File: config.mk
export PLATFORM = sky130hd
export DESIGN_NAME = dt_res_scan
export DESIGN_NICKNAME = d
export VERILOG_FILES = /design/src/rtl/dt_res_scan.sv
export SDC_FILE = /design/constraint.sdc
export NUM_CORES = 1
export LEC_CHECK = 0
export CORE_ASPECT_RATIO = 0.8
export CORE_MARGIN = 3
export CORE_UTILIZATION = 45
export CTS_CLUSTER_DIAMETER = 60
export DETAILED_ROUTE_END_ITERATION = 10
export PLACE_DENSITY_LB_ADDON = 0.05
export SLEW_MARGIN = 20
export SYNTH_ARGS = -nofsm -noshare
export SYNTH_HDL_FRONTEND = slang
export SYNTH_SLANG_ARGS = --single-unit
File: constraint.sdc
create_clock -name clk -period 1.8 [get_ports clk]
set_input_delay 0.36 -clock clk [delete_from_list [all_inputs] [get_ports clk]]
set_output_delay 0.36 -clock clk [all_outputs]
set_load 0.01 [all_outputs]
File: src/rtl/dt_res_scan.sv
// Distance-map result scanner: streams all 16384 pixels of the result RAM and reports
// the maximum value, its first address and the foreground pixel count. Optional
// distance histogram enabled by defining DT_SCAN_HIST_EN.
module dt_res_scan (
  input  logic        clk,
  input  logic        reset,
  input  logic        start,
  output logic        res_rd,
  output logic [13:0] res_addr,
  input  logic [7:0]  res_di,
  output logic        busy,
  output logic        done,
  output logic [7:0]  max_val,
  output logic [13:0] max_addr,
  output logic [14:0] fg_count
`ifdef DT_SCAN_HIST_EN
  ,
  input  logic [2:0]  hist_sel,
  output logic [14:0] hist_cnt
`endif
);

  typedef enum logic [1:0] {IDLE, READ, DRAIN, DONE} state_e;

  localparam logic [13:0] LAST_ADDR = 14'h3FFF;

  state_e      state_q, state_d;
  logic [13:0] addr_q, addr_d;
  logic        smp_vld_q, smp_vld_d;
  logic [13:0] smp_addr_q, smp_addr_d;
  logic [7:0]  max_val_q, max_val_d;
  logic [13:0] max_addr_q, max_addr_d;
  logic [14:0] fg_q, fg_d;
  logic        clr;

`ifdef DT_SCAN_HIST_EN
  logic [7:0][14:0] bin_q, bin_d;
  logic [2:0]       bin_idx;
`endif

  always_comb begin
    state_d    = state_q;
    addr_d     = addr_q;
    clr        = 1'b0;
    // res_di lags the issued address by one cycle, so the address rides along one stage
    smp_vld_d  = (state_q == READ);
    smp_addr_d = addr_q;
    case (state_q)
      IDLE: begin
        if (start) begin
          state_d = READ;
          addr_d  = 14'd0;
          clr     = 1'b1;
        end
      end
      READ: begin
        if (addr_q == LAST_ADDR) begin
          state_d = DRAIN;
          addr_d  = 14'd0;
        end else begin
          addr_d = addr_q + 14'd1;
        end
      end
      DRAIN:   state_d = DONE;
      DONE:    state_d = IDLE;
      default: state_d = IDLE;
    endcase
  end

  always_comb begin
    max_val_d  = max_val_q;
    max_addr_d = max_addr_q;
    fg_d       = fg_q;
    if (clr) begin
      max_val_d  = 8'd0;
      max_addr_d = 14'd0;
      fg_d       = 15'd0;
    end else if (smp_vld_q) begin
      if (res_di != 8'd0) fg_d = fg_q + 15'd1;
      // strict compare keeps the lowest address on ties
      if (res_di > max_val_q) begin
        max_val_d  = res_di;
        max_addr_d = smp_addr_q;
      end
    end
  end

`ifdef DT_SCAN_HIST_EN
  assign bin_idx = (res_di >= 8'd7) ? 3'd7 : res_di[2:0];

  always_comb begin
    bin_d = bin_q;
    if (clr) begin
      bin_d = '0;
    end else if (smp_vld_q) begin
      bin_d[bin_idx] = bin_q[bin_idx] + 15'd1;
    end
  end

  assign hist_cnt = bin_q[hist_sel];
`endif

  always_ff @(posedge clk) begin
    if (reset) begin
      state_q    <= IDLE;
      addr_q     <= 14'd0;
      smp_vld_q  <= 1'b0;
      smp_addr_q <= 14'd0;
      max_val_q  <= 8'd0;
      max_addr_q <= 14'd0;
      fg_q       <= 15'd0;
    end else begin
      state_q    <= state_d;
      addr_q     <= addr_d;
      smp_vld_q  <= smp_vld_d;
      smp_addr_q <= smp_addr_d;
      max_val_q  <= max_val_d;
      max_addr_q <= max_addr_d;
      fg_q       <= fg_d;
    end
  end

`ifdef DT_SCAN_HIST_EN
  always_ff @(posedge clk) begin
    if (reset) bin_q <= '0;
    else       bin_q <= bin_d;
  end
`endif

  assign res_rd   = (state_q == READ);
  assign res_addr = addr_q;
  assign busy     = (state_q == READ) || (state_q == DRAIN);
  assign done     = (state_q == DONE);
  assign max_val  = max_val_q;
  assign max_addr = max_addr_q;
  assign fg_count = fg_q;

endmodule

* After elaboration in Yosys (flattened, before gate mapping) *
Cells that the tools add are included.

operators by class
  $add $sub $neg = 2
  $mul = 0
  divide/modulo/power cells = 0
  magnitude comparators = 1
  eq/ne operators = 6
  shift-type cells = 0
  multiplexer cells = 8
  bitwise operators = 0
  reduce and logical (&&, ||, !) cells = 9

operator list
  kind                                                                    number
  14-bit 2-to-1 mux                                                       2
  14-bit one-hot mux with 2 select lines                                  1
  15-bit by 1-bit adder with 15-bit output (second input constant)        1
  14-bit by 1-bit adder with 14-bit output (second input constant)        1
  14-bit equality test (second input constant)                            1
  8-bit greater-than comparator                                           1
  2-bit one-hot mux with 4 select lines                                   1
  2-bit AND reduction                                                     4
  8-bit nonzero test                                                      1
  2-bit equality test (second input constant)                             2
  2-bit 2-to-1 mux                                                        2
  2-bit by 1-bit equality test with 1-bit output (second input constant)  1
  2-bit logical NOT                                                       1
  1-bit 2-to-1 mux                                                        2
  2-bit by 1-bit != test with 1-bit output (second input constant)        1
  2-bit != test (second input constant)                                   1
  2-bit nonzero test                                                      1
  2-bit OR reduction                                                      1
  1-bit logical OR                                                        1

word-level totals
  register bits = 68
  bits in latches = 0
  RAM bits = 0
  ROM bits = 0
  input port bits = 11
  output and inout bits = 54
  logic and storage cells = 33
  memories = 0

* Depth between registers and ports, before layout *
Gate-level depths: netlist of run 1.

  depth after elaboration = 3
  gate-level depth with buffers = 8
  mapped depth without buffers = 7

* Least setup slack after synthesis of run 1 *
Ideal clock, no wire load.

  path type = register to register
  start point = register max_val_q[5], in the netlist max_val[5]
  end point = register max_addr_q[10], in the netlist max_addr[10]
  setup time = 0.070 ns
  arrival time = 1.759 ns
  data required time = 1.730 ns
  path slack = -0.029 ns
  stages on the path, launching flop included = 9
  buffers on the path = 1
  period minus slack after synthesis = 1.829 ns
  cells stage by stage = dfxtp_1 > inv_1 > ha_1 > a21oi_1 > o21ai_1 > o31ai_1 > clkbuf_1 > o21ai_0 > a21oi_1

between the ends
  cells in the longest elaborated chain, start to end = 2

ends and longest elaborated chain
  element                               line  text
  start: declaration                    31    logic [7:0] max_val_q, max_val_d;
  start signal: assignment              117   max_val_q <= max_val_d;
  8-bit greater-than comparator         81    if (res_di > max_val_q) begin
  2-bit AND reduction (no source line)  n/a
  end signal: assignment                118   max_addr_q <= max_addr_d;
  end: declaration                      32    logic [13:0] max_addr_q, max_addr_d;

Every way passes these cells.
A chain may end at the register's enable or synchronous reset.

* Worst setup path in the final report of run 1 *
  start point = register max_val_q[7], in the netlist max_val[7]
  end point = register max_addr_q[4], in the netlist max_addr[4]

The elaborated chain is that of the path after synthesis.

==> summary.txt, run 1 <==
Outcome - finished, violations left
Violated checks - setup timing
Peak clock frequency supported by timing - 0.538 GHz
Number of library cell types mapped by synthesis - 38
Net Count, Synth - 353
Post-route minimum period - 1.86 ns
Initial core utilization - 47.9%
Number of inserted diodes - 0
Register bit total from synthesis - 68
Commonest cells in the netlist - dfxtp_1, nand3_1, a21oi_1, o21ai_0, nor2_1
Wire length of the first global-routing pass - 12,600 um
# nets final - 456
Cell type with the highest aggregate area in the netlist - dfxtp_1
EDFF count, synth - 0
Violation count after the first detailed-routing iteration - 116
Worst hold margin - 0.445 ns
Synthesized netlist cell count - 328
Type of the most critical hold path - reg -> reg
Final hold violation count - 0
Post-synthesis to final-layout area growth - 53.5%
Share of the cycle needed by the critical path after routing - 103%
Number of global-route vias before repair - 2,607
Clock network latency to the later pin of the worst-skew pair - 0.34 ns
Critical Path Start Type - flip-flop
Via count of the routed design - 2,671
Proportion of synthesized flip-flops having asynchronous set or reset - 0%
Placement Cell Area - 0.00392 mm^2
Global placement routability congestion - 0.834
Global routing usage summed across all routing layers - 21.6%
Detailed-router iteration count before antenna repair - 4
Fraction of layout instances using a drive strength above 1 - 25.7%
WP data arrival - 2.09 ns
Die Outline Area - 0.00747 mm^2
Unrepaired setup endpoints after global routing - yes
Detailed Place HPWL - 5090 um
Top fanout value on the critical path - 4
Total standard cell area after synthesis - 0.00291 mm^2
# DRC - 0
Die width - 95.9 um
Top-area cell type share of the netlist area - 46.8%
Crit. End Element - flip-flop
DRT antenna net count - 0
Post-layout util - 73.5%
Core Rows - 25
Wire length after detailed routing - 7950 um
Final routed wire length divided by cell count - 15.4 um
Number of sinks on the clock net - 68
Mean Syn Cell Area - 8.86 um^2
Buffer depth of the longest clock path - 2
Die H - 77.9 um
Inserted Clock Buffers - 9
Ports placed on the boundary - 65
Slew at the pin closest to its max-slew limit - 0.422 ns
# H-tree levels - 3
Total of max-cap violations - 0
Maximum number of pins on one net before global-route repair - 39
Pwr dens - 916 mW/mm^2
Cell with the most instances after synthesis - dfxtp_1
Max transition margin - 71.9%
Core region area - 0.00607 mm^2
Total global routing overflow - 0
Vias per cell - 5.17
Req. time, crit path - 2.04 ns
Buffers added on ports - 64
Layout Cell Area excl Fill - 0.00446 mm^2
Clock slew at reported path FFs - 0.08 ns
Worst clock skew - 0.00850 ns
Final worst setup slack - -0.0588 ns
Synth warn - 0
Top_reg_cell synth - dfxtp_1
Startpoint-to-endpoint class of the critical path - reg -> reg
Fraction of the yosys area taken by sequential cells - 46.8%
CTS Root Cell - clkbuf_8
Main area contributors after synthesis - dfxtp_1, ha_1, nand3_1
Antenna violations before repair - 0
Final count of negative-setup-slack endpoints - 10
Clock tree from TritonCTS - done
Max-slew violation total from the final report - 0
Number of hold buffers added after CTS - 0
Leak pwr - 1.59 nW
Worst supply voltage drop on vdd - 771 uV
-- critical path, stage by stage, from the launching register on --
cell and delay (ns):
dfxtp_2 0.36, inv_2 0.05, ha_4 0.28, nand4_1 0.13, o31a_1 0.34, o31a_1 0.15
buf_6 0.15, clkbuf_16 0.15, nand3_2 0.08, a21oi_1 0.06
-- metal layers --
layer	vias up	share of wire (%)	track usage, %
li1	1346	-	-
met1	1252	48	29.9
met2	67	47	32.3
met3	6	5.2	6.69
met4	0	0.67	5.97
met5	-	0	0
-- final timing paths --
| kind | to | cells past startpoint | from | slack [ns] |
|---|---|---|---|---|
| setup / recovery | max_addr[4]$_SDFFE_PP0P_ | 9 | max_val[7]$_SDFFE_PP0P_ | -0.06 |
| setup reg to reg | max_addr[4]$_SDFFE_PP0P_ | 9 | max_val[7]$_SDFFE_PP0P_ | -0.06 |
| hold / removal | max_addr[5]$_SDFFE_PP0P_ | 2 | smp_addr_q[5]$_SDFF_PP0_ | 0.44 |
| hold reg to reg | max_addr[5]$_SDFFE_PP0P_ | 2 | smp_addr_q[5]$_SDFF_PP0_ | 0.44 |
-- layout make-up --
| class | instances | area, um^2 |
|---|---|---|
| multi-input combinational | 232 | 1690 |
| clock buffer | 9 | 124 |
| clock inverter | 7 | 75.1 |
| fill | 445 | 1610 |
| tap | 81 | 101 |
| timing repair buffer | 107 | 1050 |
| inverter | 13 | 48.8 |
| sequential | 68 | 1370 |
-- power breakdown --
part           leakage [nW]  switching [mW]  internal (mW)  total [mW]
sequential            0.551          0.0562           1.57        1.63
combinational         0.949           0.643          0.567        1.21
clock                0.0918           0.605          0.643        1.25
-- sequential cells by signal (all words and copies together), names as in the netlist --
register and count:
max_addr 14, smp_addr_q 14, fg_count 15, res_addr 14
state_q 2, smp_vld_q 1, max_val 8
-- metrics by stage --
step	instances	TNS, ns	power [mW]	worst slack (ns)
floorplan	328	-0.585	2.20	-0.0292
global placement	495	-14.58	2.63	-0.434
detailed placement	495	-15.94	2.64	-0.500
CTS	515	0	3.97	0.00204
global route	517	-1.73	4.28	-0.137
finish	517	-0.282	4.09	-0.0588
-- kinds of logic (layout without fill, tap and decap cells) --
logic type	Yosys count	count (layout)	share of synthesized area [%]
simple gates	122	122	22.0
compound gates	71	71	13.6
flops	68	68	46.8
buf+inv	28	136	3.87
xor+xnor	23	23	6.93
fa+ha+maj	14	14	6.03
mux	2	2	0.732
-- what timing repair did --
| item | in CTS | in global routing |
|---|---|---|
| buffers inserted | 2 | 1 |
| pin swaps | 9 | 14 |
| gates cloned | 2 | 3 |
| endpoints found under the setup margin | 39 | 33 |
| resized for setup | 26 | 53 |
-- placed cells by master (no fill, tap or decap), types with 6 or more instances in the layout --
| master | count |
|---|---|
| dfxtp_1 | 62 |
| ha_1 | 8 |
| nor2_1 | 25 |
| nor2b_1 | 17 |
| xor2_1 | 11 |
| dlygate4sd2_1 | 9 |
| nand3_2 | 14 |
| a21oi_2 | 8 |
| buf_4 | 31 |
| dfxtp_2 | 6 |
| xnor2_1 | 12 |
| buf_6 | 6 |
| a21oi_1 | 22 |
| inv_1 | 11 |
| nand4_1 | 7 |
| nor3_1 | 7 |
| clkdlybuf4s50_1 | 53 |
| o21ai_0 | 23 |
| nand3_1 | 14 |
| clkbuf_8 | 9 |
| nand2_1 | 15 |
No activity file was read; power rests on OpenSTA's default activity.
==> inputs of run 2 (changes only) <==
- CORE_UTILIZATION: 45 -> 47
- CTS_BUF_LIST: not set -> sky130_fd_sc_hd__clkbuf_4 sky130_fd_sc_hd__clkbuf_8
==> run 2 against run 1 <==
The run still ends with setup timing left. Combinational power about the same. Critical path depth did not move. Fmax is 0.99% higher. Sequential share of layout area barely moved. Hold slack got worse by 0.012 ns. Critical endpoint is now max_val[6]$_SDFFE_PP0P_. Largest cell class unchanged. First-iteration DRC count shrank 15%. Critical path type unchanged.
==> summary.txt, run 2 (same netlist as run 1, synthesis figures left out) <==
WP data arrival - 2.12 ns (+0.03 ns)
R2r endpoint - max_val[6]$_SDFFE_PP0P_
List of cells traversed by the critical path - inv_1, ha_4, nand2b_1, a21oi_2, o31a_1, buf_6, buf_8, nand3_2, a21oi_1
Number of sinks on the clock net - 68 (unchanged)
Total global routing overflow - 0 (unchanged)
# DRC - 0 (unchanged)
Number of global-route vias before repair - 2,562 (-1.7%)
Leading cell type in the layout, fill and taps excluded - dfxtp_1
Die Outline Area - 0.00717 mm^2 (-4.0%)
Share of the cycle needed by the critical path after routing - 102% (-1.0 points)
Final worst setup slack - -0.0406 ns (+0.0182 ns)
Maximum cell stage delay along the critical path - 0.37 ns (about the same)
Commonest cells after routing, fill and taps aside - dfxtp_1, clkdlybuf4s50_1, buf_4
Number of cells on the worst hold path - 3 (+1)
Initial core utilization - 50.9% (+3.0 points)
Ports placed on the boundary - 65 (unchanged)
Vias per cell - 5.40 (+4.6%)
Core region area - 0.00571 mm^2 (-6.0%)
Post-route minimum period - 1.84 ns (-0.0182 ns)
Endpoint of the worst hold path - max_val[4]$_SDFFE_PP0P_
Peak clock frequency supported by timing - 0.543 GHz (+0.99%)
Wire length after detailed routing - 8010 um (+0.70%)
Max transition margin - 80.3% (+8.4 points)
Detailed Place HPWL - 5030 um (-1.1%)
Global placement routability congestion - 0.816 (-2.3%)
Violated checks - setup timing
Core Rows - 24 (-4.0%)
Global routing usage summed across all routing layers - 22.0% (+0.39 points)
Wire length of the first global-routing pass - 12,400 um (-1.3%)
CTS Root Cell - clkbuf_8
Max-slew violation total from the final report - 0 (unchanged)
Final hold violation count - 0 (unchanged)
Maximum number of pins on one net before global-route repair - 39 (unchanged)
Pwr dens - 936 mW/mm^2 (+2.3%)
Register-to-Register Setup Slack - -0.04 ns (+0.02 ns)
Final routed wire length divided by cell count - 15.7 um (+1.9%)
Worst supply voltage drop on vdd - 792 uV (+2.7%)
Critical Path Start Type - flip-flop
Top fanout value on the critical path - 6 (+2)
Number of standard cells in the final layout excluding fillers - 511 (-1.2%)
Final count of negative-setup-slack endpoints - 17 (+7)
Detailed-router iteration count before antenna repair - 4 (unchanged)
Crit. path cell count - 9 (unchanged)
Dpl cells - 487 (-1.6%)
Violation count after the first detailed-routing iteration - 99 (-15%)
Type of the most critical hold path - in -> reg
Total of max-cap violations - 0 (unchanged)
Buffer depth of the longest clock path - 2 (unchanged)
Req. time, crit path - 2.08 ns (+0.04 ns)
Antenna violations before repair - 0 (unchanged)
Die width - 93.9 um (-2.0%)
Unrepaired setup endpoints after global routing - yes
DRT antenna net count - 0 (unchanged)
Largest register FFs - 15 (unchanged)
Worst Min Path Start - res_di[4]
Post-synthesis to final-layout area growth - 54.1%
Slew at the pin closest to its max-slew limit - 0.293 ns (-0.129 ns)
Clock network latency to the later pin of the worst-skew pair - 0.35 ns (about the same)
Clock tree from TritonCTS - done
Fraction of layout instances using a drive strength above 1 - 28.4% (+2.7 points)
# nets final - 453 (-0.66%)
Crit path buffers/inverters - 3 (unchanged)
Buffers added on ports - 64 (unchanged)
Die H - 76.3 um (-2.0%)
Inserted Clock Buffers - 9 (unchanged)
Outcome - finished, violations left
Count of cells along the worst register-to-register path - 9 (unchanged)
Total Power Consumption - 4.19 mW (+2.6%)
Reg-to-reg startpoint - max_val[1]$_SDFFE_PP0P_
Crit. End Element - flip-flop
# H-tree levels - 3 (unchanged)
Number of inserted diodes - 0 (unchanged)
Largest delay share family, worst path - compound AO/OA/AOI/OAI gates
Slowest cell on the critical path - dfxtp_1
Worst clock skew - 0.00927 ns (+0.000774 ns)
Setup Total Neg Slack - -0.311 ns (-0.0292 ns)
Leak pwr - 1.66 nW (+4.5%)
Clock slew at reported path FFs - 0.07 ns (about the same)
Filler instances - 370 (-17%)
Via count of the routed design - 2,761 (+3.4%)
Startpoint-to-endpoint class of the critical path - reg -> reg
## run 2: changes by cell type in the layout (fill, tap and decap cells not counted), sizes merged
cell | before | now
clkinvlp | 3 | 2
clkdlybuf4s15 | 1 | 0
dlygate4sd2 | 9 | 10
bufinv | 1 | 2
dlymetal6s2s | 1 | 5
clkdlybuf4s50 | 53 | 49
inv | 14 | 13
buf | 42 | 40
## run 2: through the flow
step,setup slack (ns),hold WS (ns),cell area (um^2),utilization [%]
global placement,-0.445,0.437,3860,67.7
finish,-0.0406,0.432,4480,78.5
CTS,0.00552,0.420,4230,74.1
global route,-0.108,0.420,4480,78.5
floorplan,-0.0292,0.429,2910,-
detailed placement,-0.482,0.440,3860,67.7
## run 2: worst reg2reg max path, cell delays in order, from the launching register on
cell and delay [ns]:
dfxtp_1 0.37, inv_1 0.08, ha_4 0.27, nand2b_1 0.09, a21oi_2 0.25, o31a_1 0.23
buf_6 0.14, buf_8 0.12, nand3_2 0.07, a21oi_1 0.15
## run 2: layout make-up
cell class                 count  area [um^2]  share of cell area, %
inverter                      13         48.8                   1.09
sequential                    68         1370                   30.7
clock buffer                  10          131                   2.93
tap                           78         97.6                   2.18
multi-input combinational    232         1710                   38.3
clock inverter                 6         88.8                   1.98
timing repair buffer         104         1020                   22.9
## run 2: worst max-delay path by stage
stage | start | slack (ns) | to
3_5_place_dp | res_di[7] | -0.48 | max_val[1]$_SDFFE_PP0P_
2_1_floorplan | max_val[5]$_SDFFE_PP0P_ | -0.03 | max_addr[10]$_SDFFE_PP0P_
4_1_cts | max_val[2]$_SDFFE_PP0P_ | 0.006 | max_addr[3]$_SDFFE_PP0P_
5_1_grt | max_val[2]$_SDFFE_PP0P_ | -0.11 | max_val[7]$_SDFFE_PP0P_
6_report | max_val[1]$_SDFFE_PP0P_ | -0.04 | max_val[6]$_SDFFE_PP0P_
3_3_place_gp | res_di[5] | -0.45 | max_addr[6]$_SDFFE_PP0P_
## run 2: timing repair
action	CTS	global route
resized for setup	35	53
hold buffers	0	0
gates cloned	2	0
pin swaps	5	14
endpoints found under the hold margin	0	0
endpoints found under the setup margin	36	34
buffers inserted	2	4
## run 2: where the power goes
| part | total (mW) | internal [mW] | switching, mW |
|---|---|---|---|
| clock network | 1.39 | 0.794 | 0.594 |
| registers | 1.63 | 1.57 | 0.0572 |
| logic | 1.18 | 0.542 | 0.633 |
| total | 4.19 | 2.91 | 1.28 |
## run 2: metal layers
metal	vias to the layer above	part of all wire, %	wire length (um)	GRT usage [%]
met5	-	0	0	0
met4	0	1.8	141	6.49
met3	17	6.6	528	7.90
met2	77	47	3750	33.5
met1	1322	45	3590	29.2
li1	1345	-	-	-
==> inputs of run 3 (changes only) <==
- CORE_MARGIN: 3 -> not set
- GPL_TIMING_DRIVEN: not set -> 1
==> run 3 against run 2 <==
The run still ends with setup timing left. Sequential share of layout area decreased by 0.21 points. Worst setup slack improved by 0.014 ns. Cell area is 0.59% higher. Non-clock buffer count up 3. Sequential cell count is the same. Clock power grew 9%. Highest routed layer unchanged.
==> summary.txt, run 3 (same netlist as run 1, synthesis figures left out) <==
Crit. End Element - flip-flop
Vias per cell - 5.16 (-4.5%)
# H-tree levels - 3 (unchanged)
Maximum number of pins on one net before global-route repair - 39 (unchanged)
Total of max-cap violations - 0 (unchanged)
Layout Cell Area excl Fill - 0.00450 mm^2 (+0.59%)
Final worst setup slack - -0.0263 ns (+0.0143 ns)
Dpl cells - 492 (+1.0%)
Detailed-router iteration count before antenna repair - 4 (unchanged)
Number of hold buffers added after CTS - 0 (unchanged)
Peak clock frequency supported by timing - 0.548 GHz (+0.79%)
Leak pwr - 1.64 nW (-1.4%)
Global placement routability congestion - 0.835 (+2.4%)
Core Rows - 25 (+4.2%)
Count of cells along the worst register-to-register path - 9 (unchanged)
End point of the critical path - max_addr[3]$_SDFFE_PP0P_
Die width - 89.9 um (-4.3%)
Post-route minimum period - 1.83 ns (-0.0143 ns)
Worst supply voltage drop on vdd - 753 uV (-4.9%)
Via count of the routed design - 2,669 (-3.3%)
Wire length after detailed routing - 7460 um (-6.8%)
DRT antenna net count - 0 (unchanged)
Reg-to-reg startpoint - max_val[5]$_SDFFE_PP0P_
Antenna violations before repair - 0 (unchanged)
CTS Root Cell - clkbuf_8
Buffer depth of the longest clock path - 2 (unchanged)
Type of the most critical hold path - in -> reg
Detailed Place HPWL - 4770 um (-5.2%)
Setup Total Neg Slack - -0.159 ns (+0.152 ns)
Largest register FFs - 15 (unchanged)
Initial core utilization - 48.9% (-2.0 points)
Top routing layer in use - met4
Number of sinks on the clock net - 68 (unchanged)
Final count of negative-setup-slack endpoints - 10 (-7)
Clock tree from TritonCTS - done
Final hold violation count - 0 (unchanged)
Total global routing overflow - 0 (unchanged)
WP data arrival - 2.06 ns (-0.06 ns)
Req. time, crit path - 2.03 ns (-0.05 ns)
Global routing usage summed across all routing layers - 22.7% (+0.69 points)
Die H - 72.3 um (-5.2%)
Ports placed on the boundary - 65 (unchanged)
Number of global-route vias before repair - 2,440 (-4.8%)
Top fanout value on the critical path - 5 (-1)
Unrepaired setup endpoints after global routing - yes
# nets final - 456 (+0.66%)
Wire length of the first global-routing pass - 11,600 um (-6.3%)
Setup slack after placement - -0.441 ns (+0.0405 ns)
Routed wl met2 - 3430 um (-8.5%)
Number of inserted diodes - 0 (unchanged)
Clock network latency to the later pin of the worst-skew pair - 0.34 ns (about the same)
Post-synthesis to final-layout area growth - 55.0%
Final routed wire length divided by cell count - 14.4 um (-7.9%)
Number of standard cells in the final layout excluding fillers - 517 (+1.2%)
# DRC - 0 (unchanged)
Worst clock skew - 0.0100 ns (+0.000779 ns)
Leading cell type in the layout, fill and taps excluded - dfxtp_1
Violated checks - setup timing
Commonest cells after routing, fill and taps aside - dfxtp_1, clkdlybuf4s50_1, buf_4
Outcome - finished, violations left
Inserted Clock Buffers - 9 (unchanged)
Slew at the pin closest to its max-slew limit - 0.294 ns (+0.00170 ns)
Buffers added on ports - 64 (unchanged)
Core region area - 0.00594 mm^2 (+4.2%)
Register-to-Register Setup Slack - -0.03 ns (about the same)
Critical Path Start Type - flip-flop
Pwr dens - 959 mW/mm^2 (+2.4%)
Share of the cycle needed by the critical path after routing - 101% (-0.80 points)
Clock slew at reported path FFs - 0.08 ns (about the same)
Fraction of layout instances using a drive strength above 1 - 26.8% (-1.6 points)
Violation count after the first detailed-routing iteration - 73 (-26%)
Metal1 wirelength - 3630 um (+1.1%)
Die Outline Area - 0.00650 mm^2 (-9.3%)
Startpoint-to-endpoint class of the critical path - reg -> reg
Placement Cell Area - 0.00389 mm^2 (+0.81%)
Max-slew violation total from the final report - 0 (unchanged)
Max transition margin - 80.3% (about the same)
DR WL met3 - 348 um (-34%)
R2r endpoint - max_addr[3]$_SDFFE_PP0P_
Start point of the critical path - max_val[5]$_SDFFE_PP0P_
-- run 3: changes by cell type in the layout (fill, tap and decap cells not counted), moves of 3 or more --
cell / delta
o21ai_2: +3
o21ai_0: -9
clkdlybuf4s50_1: +4
ha_1: +3
dlymetal6s2s_1: -3
o21ai_1: +7
-- run 3: how the worst min path moves through the flow --
stage                               from                        end  slack (ns)  cells after the start
5_1_grt                        res_di[2]    max_val[2]$_SDFFE_PP0P_        0.44                      3
3_3_place_gp   smp_addr_q[10]$_SDFF_PP0_  max_addr[10]$_SDFFE_PP0P_        0.44                      2
6_report                       res_di[0]    max_val[0]$_SDFFE_PP0P_        0.44                      3
2_1_floorplan   smp_addr_q[0]$_SDFF_PP0_   max_addr[0]$_SDFFE_PP0P_        0.43                      2
3_5_place_dp   smp_addr_q[10]$_SDFF_PP0_  max_addr[10]$_SDFFE_PP0P_        0.44                      2
4_1_cts                        res_di[0]    max_val[0]$_SDFFE_PP0P_        0.43                      3
-- run 3: timing repair --
action / CTS / global route
gates resized for setup: 24 / 56
setup buffers: 1 / 4
gates cloned: 1 / 3
pin swaps: 12 / 25
endpoints found under the setup margin: 36 / 37
-- run 3: cell type report --
cell class                      count  area (um^2)
Fill cell                         426         1440
Inverter                           13         48.8
Sequential cell                    68         1370
Tap cell                           81          101
Clock buffer                       10          131
Clock inverter                      6          113
Timing Repair Buffer              107         1060
Multi-Input combinational cell    232         1680
-- run 3: worst max-delay path, stage by stage, from the launching register on --
cell and delay [ns]:
dfxtp_2 0.36, inv_2 0.05, ha_4 0.27, nand4_1 0.12, o31a_1 0.34, o31a_1 0.13, buf_6 0.15, clkbuf_16 0.16
nand3_2 0.07, a21oi_1 0.06
-- run 3: through the flow --
stage          hold WS, ns  util, %  total power, mW
2_1_floorplan        0.429        -             2.20
4_1_cts              0.426     71.0             4.16
3_5_place_dp         0.443     65.5             2.61
3_3_place_gp         0.440     65.5             2.60
5_1_grt              0.442     75.8             4.52
6_report             0.437     75.8             4.32
-- run 3: power breakdown --
part | switching (mW) | total [mW] | internal (mW) | leakage [nW]
logic | 0.620 | 1.17 | 0.548 | 0.965
registers | 0.0555 | 1.63 | 1.57 | 0.552
clock network | 0.587 | 1.52 | 0.938 | 0.124
total | 1.26 | 4.32 | 3.06 | 1.64
-- run 3: metal layers --
layer,global-route usage [%],up-vias
met2,34.3,73
li1,-,1348
met5,0,-
met4,6.63,0
met3,6.29,4
met1,31.8,1244
